==> src/rtl/seq_restoring_divider32.sv <==
// ---------------------------------------------------------------------------
// seq_restoring_divider32
// Unsigned sequential restoring divider. Each accepted operand pair takes
// WIDTH cycles: one quotient bit is produced per cycle, MSB first. A zero
// divisor short-circuits straight to the result state with a saturated
// quotient and the dividend passed through as the remainder.
// Handshake: in_valid/in_ready on the operand side, out_valid/out_ready on
// the result side. Results are held in dedicated registers, so the outputs
// stay stable while the next division is being computed.
// ---------------------------------------------------------------------------
module seq_restoring_divider32 #(
    parameter int WIDTH = 32
) (
    input  logic             clk,
    input  logic             rst_n,
    input  logic             in_valid,
    output logic             in_ready,
    input  logic [WIDTH-1:0] dividend,
    input  logic [WIDTH-1:0] divisor,
    output logic             out_valid,
    input  logic             out_ready,
    output logic [WIDTH-1:0] quotient,
    output logic [WIDTH-1:0] remainder,
    output logic             div_by_zero
);

    // Step counter is wide enough to hold WIDTH itself, so it never wraps
    // within a single operation.
    localparam int CNT_W = $clog2(WIDTH) + 1;

    localparam logic [CNT_W-1:0] LAST_STEP = CNT_W'(WIDTH - 1);

    localparam logic [1:0] ST_IDLE = 2'd0;
    localparam logic [1:0] ST_BUSY = 2'd1;
    localparam logic [1:0] ST_DONE = 2'd2;

    // Control state
    logic [1:0]       state_q, state_d;
    logic [CNT_W-1:0] cnt_q,   cnt_d;

    // Working registers for the iteration in progress
    logic [WIDTH:0]   rem_q,   rem_d;
    logic [WIDTH-1:0] quo_q,   quo_d;
    logic [WIDTH-1:0] dvd_q,   dvd_d;
    logic [WIDTH-1:0] dvs_q,   dvs_d;

    // Presented result, only touched when an operation completes
    logic [WIDTH-1:0] res_quo_q, res_quo_d;
    logic [WIDTH-1:0] res_rem_q, res_rem_d;
    logic             dbz_q,     dbz_d;

    // Datapath for one restoring step
    logic [WIDTH:0]   shifted;
    logic [WIDTH:0]   trial;
    logic             borrow;
    logic [WIDTH:0]   step_rem;
    logic [WIDTH-1:0] step_quo;
    logic             last_step;
    logic             accept;

    // The partial remainder is always below the divisor after a step, so
    // its top bit is zero going into the next shift; it only exists to
    // absorb the carry out of the shift before the trial subtraction.
    logic             unused_rem_msb;

    // Shift in the next dividend bit and try subtracting the divisor; the
    // top bit of the WIDTH+1 wide difference is the borrow.
    always_comb begin
        shifted  = {rem_q[WIDTH-1:0], dvd_q[WIDTH-1]};
        trial    = shifted - {1'b0, dvs_q};
        borrow   = trial[WIDTH];
        step_rem = borrow ? shifted : trial;
        step_quo = {quo_q[WIDTH-2:0], ~borrow};
    end

    assign unused_rem_msb = rem_q[WIDTH] ^ step_rem[WIDTH];

    assign last_step = (cnt_q == LAST_STEP);
    assign accept    = in_valid && (state_q == ST_IDLE);

    assign in_ready    = (state_q == ST_IDLE);
    assign out_valid   = (state_q == ST_DONE);
    assign quotient    = res_quo_q;
    assign remainder   = res_rem_q;
    assign div_by_zero = dbz_q;

    // Next-state logic: operand capture, iteration, completion, release
    always_comb begin
        state_d   = state_q;
        cnt_d     = cnt_q;
        rem_d     = rem_q;
        quo_d     = quo_q;
        dvd_d     = dvd_q;
        dvs_d     = dvs_q;
        res_quo_d = res_quo_q;
        res_rem_d = res_rem_q;
        dbz_d     = dbz_q;

        case (state_q)
            ST_IDLE: begin
                if (accept) begin
                    dvd_d = dividend;
                    dvs_d = divisor;
                    if (divisor == '0) begin
                        // No iteration needed: publish the saturated result now
                        res_quo_d = '1;
                        res_rem_d = dividend;
                        dbz_d     = 1'b1;
                        state_d   = ST_DONE;
                    end else begin
                        rem_d   = '0;
                        quo_d   = '0;
                        cnt_d   = '0;
                        state_d = ST_BUSY;
                    end
                end
            end

            ST_BUSY: begin
                rem_d = step_rem;
                quo_d = step_quo;
                dvd_d = {dvd_q[WIDTH-2:0], 1'b0};
                cnt_d = cnt_q + CNT_W'(1);
                if (last_step) begin
                    res_quo_d = step_quo;
                    res_rem_d = step_rem[WIDTH-1:0];
                    dbz_d     = 1'b0;
                    state_d   = ST_DONE;
                end
            end

            ST_DONE: begin
                // in_valid is deliberately ignored here; the consumer must
                // take the result before a new operation can start.
                if (out_ready) begin
                    state_d = ST_IDLE;
                end
            end

            default: begin
                state_d = ST_IDLE;
            end
        endcase
    end

    // Control registers; reset aborts any operation in flight
    always_ff @(posedge clk or negedge rst_n) begin
        if (!rst_n) begin
            state_q <= ST_IDLE;
            cnt_q   <= '0;
        end else begin
            state_q <= state_d;
            cnt_q   <= cnt_d;
        end
    end

    // Working datapath registers, cleared on reset so nothing is ever X
    always_ff @(posedge clk or negedge rst_n) begin
        if (!rst_n) begin
            rem_q <= '0;
            quo_q <= '0;
            dvd_q <= '0;
            dvs_q <= '0;
        end else begin
            rem_q <= rem_d;
            quo_q <= quo_d;
            dvd_q <= dvd_d;
            dvs_q <= dvs_d;
        end
    end

    // Result registers; reset clears the visible outputs immediately
    always_ff @(posedge clk or negedge rst_n) begin
        if (!rst_n) begin
            res_quo_q <= '0;
            res_rem_q <= '0;
            dbz_q     <= 1'b0;
        end else begin
            res_quo_q <= res_quo_d;
            res_rem_q <= res_rem_d;
            dbz_q     <= dbz_d;
        end
    end

endmodule
==> config.mk <==
export PLATFORM = sky130hd
export DESIGN_NAME = seq_restoring_divider32
export DESIGN_NICKNAME = d
export VERILOG_FILES = /design/src/rtl/seq_restoring_divider32.sv
export SDC_FILE = /design/constraint.sdc
export NUM_CORES = 1
export LEC_CHECK = 0
export CAP_MARGIN = 20
export CORE_MARGIN = 5
export CORE_UTILIZATION = 50
export DETAILED_ROUTE_END_ITERATION = 12
export GPL_TIMING_DRIVEN = 0
export PLACE_DENSITY = 0.85
export SYNTH_ARGS = -nofsm -noshare
export SYNTH_HDL_FRONTEND = slang
export SYNTH_SLANG_ARGS = --single-unit
==> constraint.sdc <==
create_clock -name clk -period 8.9 [get_ports clk]
set_input_delay 2.225 -clock clk [delete_from_list [all_inputs] [get_ports clk]]
set_output_delay 2.225 -clock clk [all_outputs]
set_load 0.05 [all_outputs]
==> impl_metrics.json, run 1 <==
{
  "via_per_inst": 5.91,
  "synthTopCellsByArea": "dfrtp_1 48%, a21oi_1 6.3%, o21ai_0 4.4%",
  "drv_slew": 0,
  "yosysSeqAreaShare": 0.479,
  "start_kind": "primary input",
  "ant_nets": 0,
  "async_flop_share": 1.00,
  "cp-end-kind": "flop",
  "grt_start_max_net_pins": 118,
  "drive_gt1_frac": 0.0425,
  "start_util": 0.511,
  "firstDrtPassIters": 5,
  "outcome": "finished, final reports clean",
  "dieHeight_um": 155,
  "cp.arrival_ns": 5.91,
  "pwr_density_cell_mw_per_mm2": 464,
  "met3_length_um": 2190,
  "synth_top_area_frac": 0.479,
  "antenna_found_initial": 0,
  "fillers": 1733,
  "ios": 135,
  "maxCapViolCount": 0,
  "clkLatencyLatePin_ns": 0.46,
  "hold_viol_final": 0,
  "setup_violations": 0,
  "wl_met2_um": 14700,
  "avgSynthCellArea_um2": 9.07,
  "vias": 9391,
  "ys.flop_type": "dfrtp_1",
  "required_ns": 9.27,
  "ctsResizeCount": 0,
  "diodes": 0,
  "hp-class": "flop to flop",
  "die_x_um": 155,
  "syn_inst": 1151,
  "cts_setup_buffers": 0,
  "drtIter0Drc": 828,
  "fin_setup_tns_ns": 0,
  "worstReg2RegStart": "dvd_q[31]",
  "setup_slack_ns": 3.36,
  "highest-signal-layer": "met4",
  "wirelength_um": 30500,
  "slew_headroom": 0.397,
  "tightest_slew_ns": 0.896,
  "drc": 0,
  "ys_warn_count": 0,
  "final_cells": 1588,
  "ys_top_cells_by_count": "200 x dfrtp_1, 132 x a21oi_1, 104 x nand2_1, 104 x nor2_1, 91 x o21ai_0",
  "final_nets": 1407,
  "min_from": "remainder[1]",
  "fp-row-count": 52,
  "yosys.area.top_type": "dfrtp_1",
  "yosysMostFrequentCell": "dfrtp_1",
  "criticalPathCategory": "primary input to flop",
  "clkTransAtPathRegs_ns": 0.08,
  "syn_nets": 1253,
  "preCtsSetupSlack_ns": 2.99,
  "track_usage": 0.256,
  "cts_tree": "yes",
  "drt-met1-wl_um": 12800,
  "port_buffers": 134,
  "wl_per_cell_um": 19.2,
  "multi_input_comb_area_mm2": 0.00495,
  "dp.cells": 1556,
  "syn_area_mm2": 0.0104,
  "yosys.cell_types.count": 59,
  "numCtsBuffers": 17,
  "cts_root_buf": "clkbuf_16",
  "period_minus_slack_ns": 5.54,
  "ys_ff_latch": 200,
  "area_growth_pct": 22.4,
  "seqCellArea_mm2": 0.00500,
  "fmax_ghz": 0.180,
  "core_area_mm2": 0.0204,
  "htree_levels": 4,
  "setup.worst_path.start": "divisor[26]",
  "crit_path_max_fanout": 10,
  "grt_setup_unrepaired": "false",
  "hpwl_um": 22700,
  "clock_path_buffers": 2,
  "grt_pass1_wl_um": 48800,
  "cts.sinks": 200,
  "peakVddDrop_uv": 193,
  "fin_skew_ns": 0.0125,
  "hold_buffers": 0,
  "die_area_mm2": 0.0239,
  "gp_congestion": 0.934,
  "fin_crit_sh": 0.623,
  "synth_edf_count": 0,
  "power_leakage_nw": 5.50,
  "grt_pass1_vias": 9149,
  "grt_overflow_total": 0
}
[path summary, 6_finish.rpt]
check	to	slack (ns)	cells after the start
max	remainder[22]	3.36	11
min	remainder[1]	0.50	2
max reg2reg	remainder[12]	5.17	14
min reg2reg	remainder[1]	0.50	2
max in group asynchronous	dvs_q[19]	6.18	2
min in group asynchronous	quo_q[7]	1.74	1
[critical path: stages]
cell,delay [ns]
clkdlybuf4s50_1,0.42
nor4_1,0.55
nand4_1,0.42
nor2_1,0.34
nand2_1,0.08
o21ai_0,0.21
nor2b_1,0.40
clkbuf_1,0.46
clkbuf_1,0.55
nor2_1,0.08
a31oi_1,0.18
[final cells by class]
cell class | count | area share
Clock inverter | 15 | 0.0156
Sequential cell | 200 | 0.392
Buffer | 73 | 0.0256
Tap cell | 270 | 0.0264
Multi-Input combinational cell | 835 | 0.387
Inverter | 43 | 0.0126
Clock buffer | 17 | 0.0333
Timing Repair Buffer | 135 | 0.107
[flip-flops by register name, indices dropped and copies added (netlist names)]
| register | cells |
|---|---|
| quo_q | 31 |
| div_by_zero | 1 |
| quotient | 32 |
| dvd_q | 32 |
| state_q | 2 |
| cnt_q | 6 |
| dvs_q | 32 |
| rem_q | 32 |
| remainder | 32 |
[cell usage in the layout, fill, tap and decap left out, drive strengths merged, types with 27 or more instances in the layout]
| master | netlist | routed |
|---|---|---|
| nand2 | 104 | 104 |
| a22o | 33 | 33 |
| nand3 | 27 | 27 |
| a21oi | 137 | 137 |
| nor2b | 38 | 38 |
| ha | 33 | 33 |
| dfrtp | 200 | 200 |
| clkdlybuf4s50 | 0 | 133 |
| o21ai | 144 | 144 |
| a22oi | 32 | 32 |
| nor2 | 104 | 104 |
| inv | 43 | 54 |
| clkbuf | 58 | 75 |
[metal layers]
metal / vias to the layer above / GRT usage
met3: 58 / 0.0433
met1: 4554 / 0.350
met5: - / 0
li1: 4375 / -
met4: 0 / 0.0816
met2: 404 / 0.419
[logic make-up after synthesis]
logic type	Yosys count	share of synthesized area
compound gates	402	0.232
simple gates	346	0.154
flops	200	0.479
buf+inv	116	0.0467
fa+ha+maj	34	0.0414
xor+xnor	31	0.0260
mux	22	0.0212
[where the power goes]
part | switching, W | internal, W | total (W)
sequential | 0.000289 | 0.00131 | 0.00160
combinational | 0.00217 | 0.00134 | 0.00352
clock | 0.000423 | 0.000392 | 0.000815
[per-stage QoR]
stage	hold WS, ns	total power (W)	utilization	area, µm²
2_1_floorplan	0.467	0.00408	-	10400
5_1_grt	0.522	0.00632	0.626	12800
4_1_cts	0.504	0.00590	0.626	12800
3_5_place_dp	0.483	0.00505	0.595	12200
6_report	0.499	0.00593	0.626	12800
3_3_place_gp	0.480	0.00495	0.593	12100
Note: power is estimated with default switching activity, not from simulation.
==> run 2, diff against run 1 <==
--- a/config.mk
+++ b/config.mk
@@ -10,7 +10,7 @@
 export CORE_UTILIZATION = 50
 export DETAILED_ROUTE_END_ITERATION = 12
 export GPL_TIMING_DRIVEN = 0
-export PLACE_DENSITY = 0.85
+export PLACE_DENSITY = 0.88
 export SYNTH_ARGS = -nofsm -noshare
 export SYNTH_HDL_FRONTEND = slang
 export SYNTH_SLANG_ARGS = --single-unit
==> constraint.sdc (replaced) <==
create_clock -name clk -period 5.1 [get_ports clk]
set_input_delay 1.275 -clock clk [delete_from_list [all_inputs] [get_ports clk]]
set_output_delay 1.275 -clock clk [all_outputs]
set_load 0.05 [all_outputs]
==> run 2 against run 1 <==
Clock power rose by 67%; hold slack improved by 0.0085 ns; largest cell class unchanged; sequential cell count did not move; die area did not move; critical path type unchanged; combinational power rose by 74%; critical path depth did not move; routed wire length fell by 2.3%; power rose by 73%.
==> impl_metrics.json, run 2 (synthesized netlist as in run 1, its figures left out) <==
{
  "outcome": "finished, final reports clean",
  "numCtsBuffers": 17,
  "cp-end-kind": "flop",
  "power_frac_seq": 0.272,
  "final_cells": 1588,
  "criticalPathCategory": "primary input to flop",
  "period_minus_slack_ns": 4.40,
  "hold_viol_final": 0,
  "tightest_slew_ns": 0.878,
  "start_util": 0.511,
  "drv_slew": 0,
  "cp.arrival_ns": 4.77,
  "port_buffers": 134,
  "final_nets": 1407,
  "htree_levels": 4,
  "ios": 135,
  "cts_tree": "yes",
  "die_x_um": 155,
  "grt_setup_unrepaired": "false",
  "gp_congestion": 0.890,
  "final_cell_mix": "200 x dfrtp_1, 133 x clkdlybuf4s50_1, 132 x a21oi_1",
  "clkTransAtPathRegs_ns": 0.08,
  "grt_overflow_total": 0,
  "power_w": 0.0102,
  "peakVddDrop_uv": 308,
  "cts.sinks": 200,
  "maxCapViolCount": 0,
  "grt_start_max_net_pins": 126,
  "power_leakage_nw": 5.48,
  "wirelength_um": 29800,
  "antenna_found_initial": 0,
  "firstDrtPassIters": 6,
  "timing.hold.ws_ns": 0.508,
  "fp-row-count": 52,
  "hold_buffers": 0,
  "fin_setup_tns_ns": 0,
  "grt_pass1_vias": 9098,
  "wl_per_cell_um": 18.7,
  "diodes": 0,
  "crit_path_max_fanout": 10,
  "clock_path_buffers": 2,
  "drtIter0Drc": 892,
  "p_sw_frac": 0.481,
  "p_sw_w": 0.00493,
  "ctsResizeCount": 0,
  "start_kind": "primary input",
  "final_common_cell": "dfrtp_1",
  "dieHeight_um": 155,
  "utilization": 0.624,
  "hpwl_um": 22600,
  "via_per_inst": 5.90,
  "combPwrFrac": 0.596,
  "drc": 0,
  "setup_violations": 0,
  "fin_crit_sh": 0.864,
  "area_growth_pct": 22.0,
  "drive_gt1_frac": 0.0417,
  "clockPowerShare": 0.132,
  "clkLatencyLatePin_ns": 0.44,
  "grt_pass1_wl_um": 47500,
  "fmax_ghz": 0.227,
  "slew_headroom": 0.410,
  "internal-power_w": 0.00532,
  "dp.cells": 1556,
  "die_area_mm2": 0.0239,
  "core_area_mm2": 0.0204,
  "track_usage": 0.248,
  "required_ns": 5.46,
  "hp-class": "flop to flop",
  "pwr_density_cell_mw_per_mm2": 804,
  "vias": 9366,
  "fin_skew_ns": 0.00595,
  "cts_setup_buffers": 0,
  "cts_root_buf": "clkbuf_16",
  "ant_nets": 0
}
## run 2: cell count changes in the layout (fill, tap and decap cells not counted), sizes merged
cell	change
inv	-3
bufinv	+1
clkbuf	+1
clkinvlp	+2
clkinv	-1
## run 2: cell type report
class	count	area (µm²)
Clock inverter	14	156
Sequential cell	200	5000
Multi-Input combinational cell	835	4950
Clock buffer	18	429
Tap cell	270	338
Inverter	43	161
Fill cell	1715	7690
Buffer	73	327
Timing Repair Buffer	135	1370
## run 2: stage by stage
stage	area, µm²	setup slack (ns)
after floorplan	10400	1.93
after global placement	12100	-5.21
after detailed placement	12200	0.182
after CTS	12700	0.627
after global routing	12700	0.316
final	12700	0.696
## run 2: final timing paths
kind	startpoint	to	slack, ns	cells after the start
max in group asynchronous	rst_n	dvs_q[22]	3.28	2
worst max-delay path	divisor[26]	quotient[22]	0.70	11
worst max register to register	dvd_q[31]	remainder[7]	1.41	14
worst min-delay path	remainder[4]	remainder[4]	0.51	2
worst min register to register	remainder[4]	remainder[4]	0.51	2
min in group asynchronous	rst_n	quotient[5]	0.79	1
## run 2: critical path, stage by stage
cell and delay (ns):
clkdlybuf4s50_1 0.42, nor4_1 0.53, nand4_1 0.38, nor2_1 0.32, nand2_1 0.08, o21ai_0 0.19, nor2b_1 0.37, clkbuf_1 0.52
clkbuf_1 0.45, nor2_1 0.08, a21oi_1 0.14
## run 2: power groups by stage
stage	registers (W)	logic, W	clock network, W
2_1_floorplan	0.00330	0.00381	0
3_3_place_gp	0.00276	0.00589	0
3_5_place_dp	0.00278	0.00603	0
4_1_cts	0.00276	0.00606	0.00136
5_1_grt	0.00285	0.00666	0.00144
6_report	0.00278	0.00611	0.00136
## run 2: layer usage
metal,part of all wire,routed length (µm),track usage,vias to the layer above
li1,-,-,-,4397
met3,0.070,2070,0.0497,51
met4,0.023,695,0.0744,0
met1,0.43,12800,0.332,4544
met5,0,0,0,-
met2,0.48,14200,0.411,374
==> run 3, diff against run 2 <==
--- a/config.mk
+++ b/config.mk
@@ -5,12 +5,13 @@
 export SDC_FILE = /design/constraint.sdc
 export NUM_CORES = 1
 export LEC_CHECK = 0
+export ABC_AREA = 1
 export CAP_MARGIN = 20
-export CORE_MARGIN = 5
+export CORE_MARGIN = 2
 export CORE_UTILIZATION = 50
 export DETAILED_ROUTE_END_ITERATION = 12
 export GPL_TIMING_DRIVEN = 0
-export PLACE_DENSITY = 0.88
+export PLACE_DENSITY = 0.87
 export SYNTH_ARGS = -nofsm -noshare
 export SYNTH_HDL_FRONTEND = slang
 export SYNTH_SLANG_ARGS = --single-unit
==> run 3 against run 2 <==
Cell area is 11% higher; non-clock buffer count is 14 lower; maximum frequency is 29% higher; clock skew is 0.0064 ns higher; area after synthesis is 12% higher; critical path type unchanged; largest cell class is now multi-input gates.
==> impl_metrics.json, run 3 <==
{
  "maxCapViolCount": 0,
  "fp-row-count": 56,
  "grt_setup_unrepaired": "false",
  "cts_setup_buffers": 0,
  "required_ns": 5.49,
  "avgSynthCellArea_um2": 7.76,
  "htree_levels": 4,
  "preCtsSetupSlack_ns": 1.17,
  "ctsResizeCount": 0,
  "syn_nets": 1615,
  "wirelength_um": 33900,
  "hold_viol_final": 0,
  "clkLatencyLatePin_ns": 0.45,
  "die_x_um": 157,
  "wl_per_cell_um": 17.0,
  "timing.hold.ws_ns": 0.482,
  "cp.arrival_ns": 3.81,
  "port_buffers": 134,
  "drc": 0,
  "final_cell_mix": "437 x nand2_1, 243 x inv_1, 200 x dfrtp_1",
  "cp-end-kind": "flop",
  "synth_top_area_frac": 0.427,
  "grt_pass1_wl_um": 53900,
  "tightest_slew_ns": 0.716,
  "async_flop_share": 1.00,
  "cts_root_buf": "clkbuf_16",
  "crit_chain": "clkdlybuf4s50_1 -> nor2_1 -> nand2_1 -> nor3b_1 -> nand2_1 -> o21ai_2 -> nand2_4 -> inv_2 -> clkbuf_1 -> or2_1 -> nand2_1 -> inv_1",
  "slowest_stage": "clkdlybuf4s50_1",
  "hp-class": "flop to flop",
  "diodes": 0,
  "clock_path_buffers": 2,
  "fmax_ghz": 0.292,
  "hpwl_um": 25700,
  "track_usage": 0.280,
  "cts.sinks": 200,
  "yosysSeqAreaShare": 0.427,
  "numCtsBuffers": 17,
  "ys_ff_latch": 200,
  "synthTopCellsByArea": "dfrtp_1 43%, nand2_1 14%, inv_1 7.8%",
  "cts_tree": "yes",
  "yosys.cell_types.count": 43,
  "fin_crit_sh": 0.671,
  "grt_pass1_vias": 10249,
  "cpMostUsedCell": "nand2_1",
  "setup_slack_ns": 1.68,
  "drv_slew": 0,
  "drtIter0Drc": 974,
  "drive_gt1_frac": 0.110,
  "gp_congestion": 0.944,
  "ant_nets": 0,
  "hold_buffers": 0,
  "slowest_delay_ns": 0.49,
  "crit_path_max_fanout": 10,
  "ys.flop_type": "dfrtp_1",
  "outcome": "finished, final reports clean",
  "area_growth_pct": 20.4,
  "fillers": 2018,
  "ys_top_cells_by_count": "437 x nand2_1, 243 x inv_1, 200 x dfrtp_1",
  "final_nets": 1769,
  "dieHeight_um": 157,
  "period_minus_slack_ns": 3.42,
  "grt_overflow_total": 0,
  "ios": 135,
  "start_kind": "primary input",
  "criticalPathCategory": "primary input to flop",
  "start_util": 0.504,
  "clkTransAtPathRegs_ns": 0.08,
  "die_area_mm2": 0.0247,
  "ys_warn_count": 0,
  "yosysMostFrequentCell": "nand2_1",
  "synth_edf_count": 0,
  "yosys.area.top_type": "dfrtp_1",
  "antenna_found_initial": 0,
  "core_area_mm2": 0.0233,
  "firstDrtPassIters": 6,
  "slew_headroom": 0.523,
  "final_common_cell": "nand2_1",
  "vias": 10572,
  "via_per_inst": 5.29,
  "grt_start_max_net_pins": 125,
  "fin_skew_ns": 0.0123,
  "syn_inst": 1513,
  "setup_violations": 0,
  "syn_area_mm2": 0.0117
}
==> run 3: area by class of cell <==
class                      count  area [µm²]  area share
timing repair buffer         135        1370      0.0972
inverter                     255         957      0.0678
buffer                        59         393      0.0278
tap                          319         399      0.0283
multi-input combinational    999        5380       0.381
clock inverter                15         195      0.0138
sequential                   200        5000       0.354
clock buffer                  17         425      0.0301
==> run 3: cell families (layout without fill, tap and decap cells) <==
logic type	count (synthesis)	in the layout	synth area share
compound gates	189	189	0.0958
simple gates	760	760	0.314
flops	200	200	0.427
fa+ha+maj	34	34	0.0369
buf+inv	314	481	0.115
xor+xnor	16	16	0.0119
==> run 3: stage by stage <==
stage	utilization	area, µm²	instances	setup TNS [ns]
floorplan	-	11700	1513	0
detailed placement	0.581	13500	1967	0
global placement	0.579	13500	1966	-1068.70
CTS	0.607	14100	1999	0
finish	0.607	14100	1999	0
global route	0.607	14100	1999	0
==> run 3: routing by layer <==
metal,GRT usage,part of all wire,vias up
li1,-,-,5101
met1,0.387,0.45,4990
met2,0.447,0.45,415
met3,0.0460,0.066,66
met4,0.103,0.035,0
met5,0,0,-
==> run 3: worst max-delay path, delay by kind of cell <==
kind	cells	cell delay, ns
and+or+nand+nor	7	1.19
buffers and inverters	4	1.12
AOI/OAI and AO/OA	1	0.21
==> run 3: final timing paths <==
kind	endpoint	slack [ns]	from	cells after the start
max	remainder[7]	1.68	divisor[1]	12
max in group asynchronous	dvd_q[10]	3.25	rst_n	2
min in group asynchronous	dvs_q[25]	0.80	rst_n	1
min reg2reg	dvd_q[16]	0.48	dvd_q[16]	2
max reg2reg	remainder[21]	2.38	dvd_q[31]	19
min	dvd_q[16]	0.48	dvd_q[16]	2
Power of run 3 is left out: the tool's default activity adds up to more than one toggle a clock period on the data nets, which glitch-free logic cannot reach.
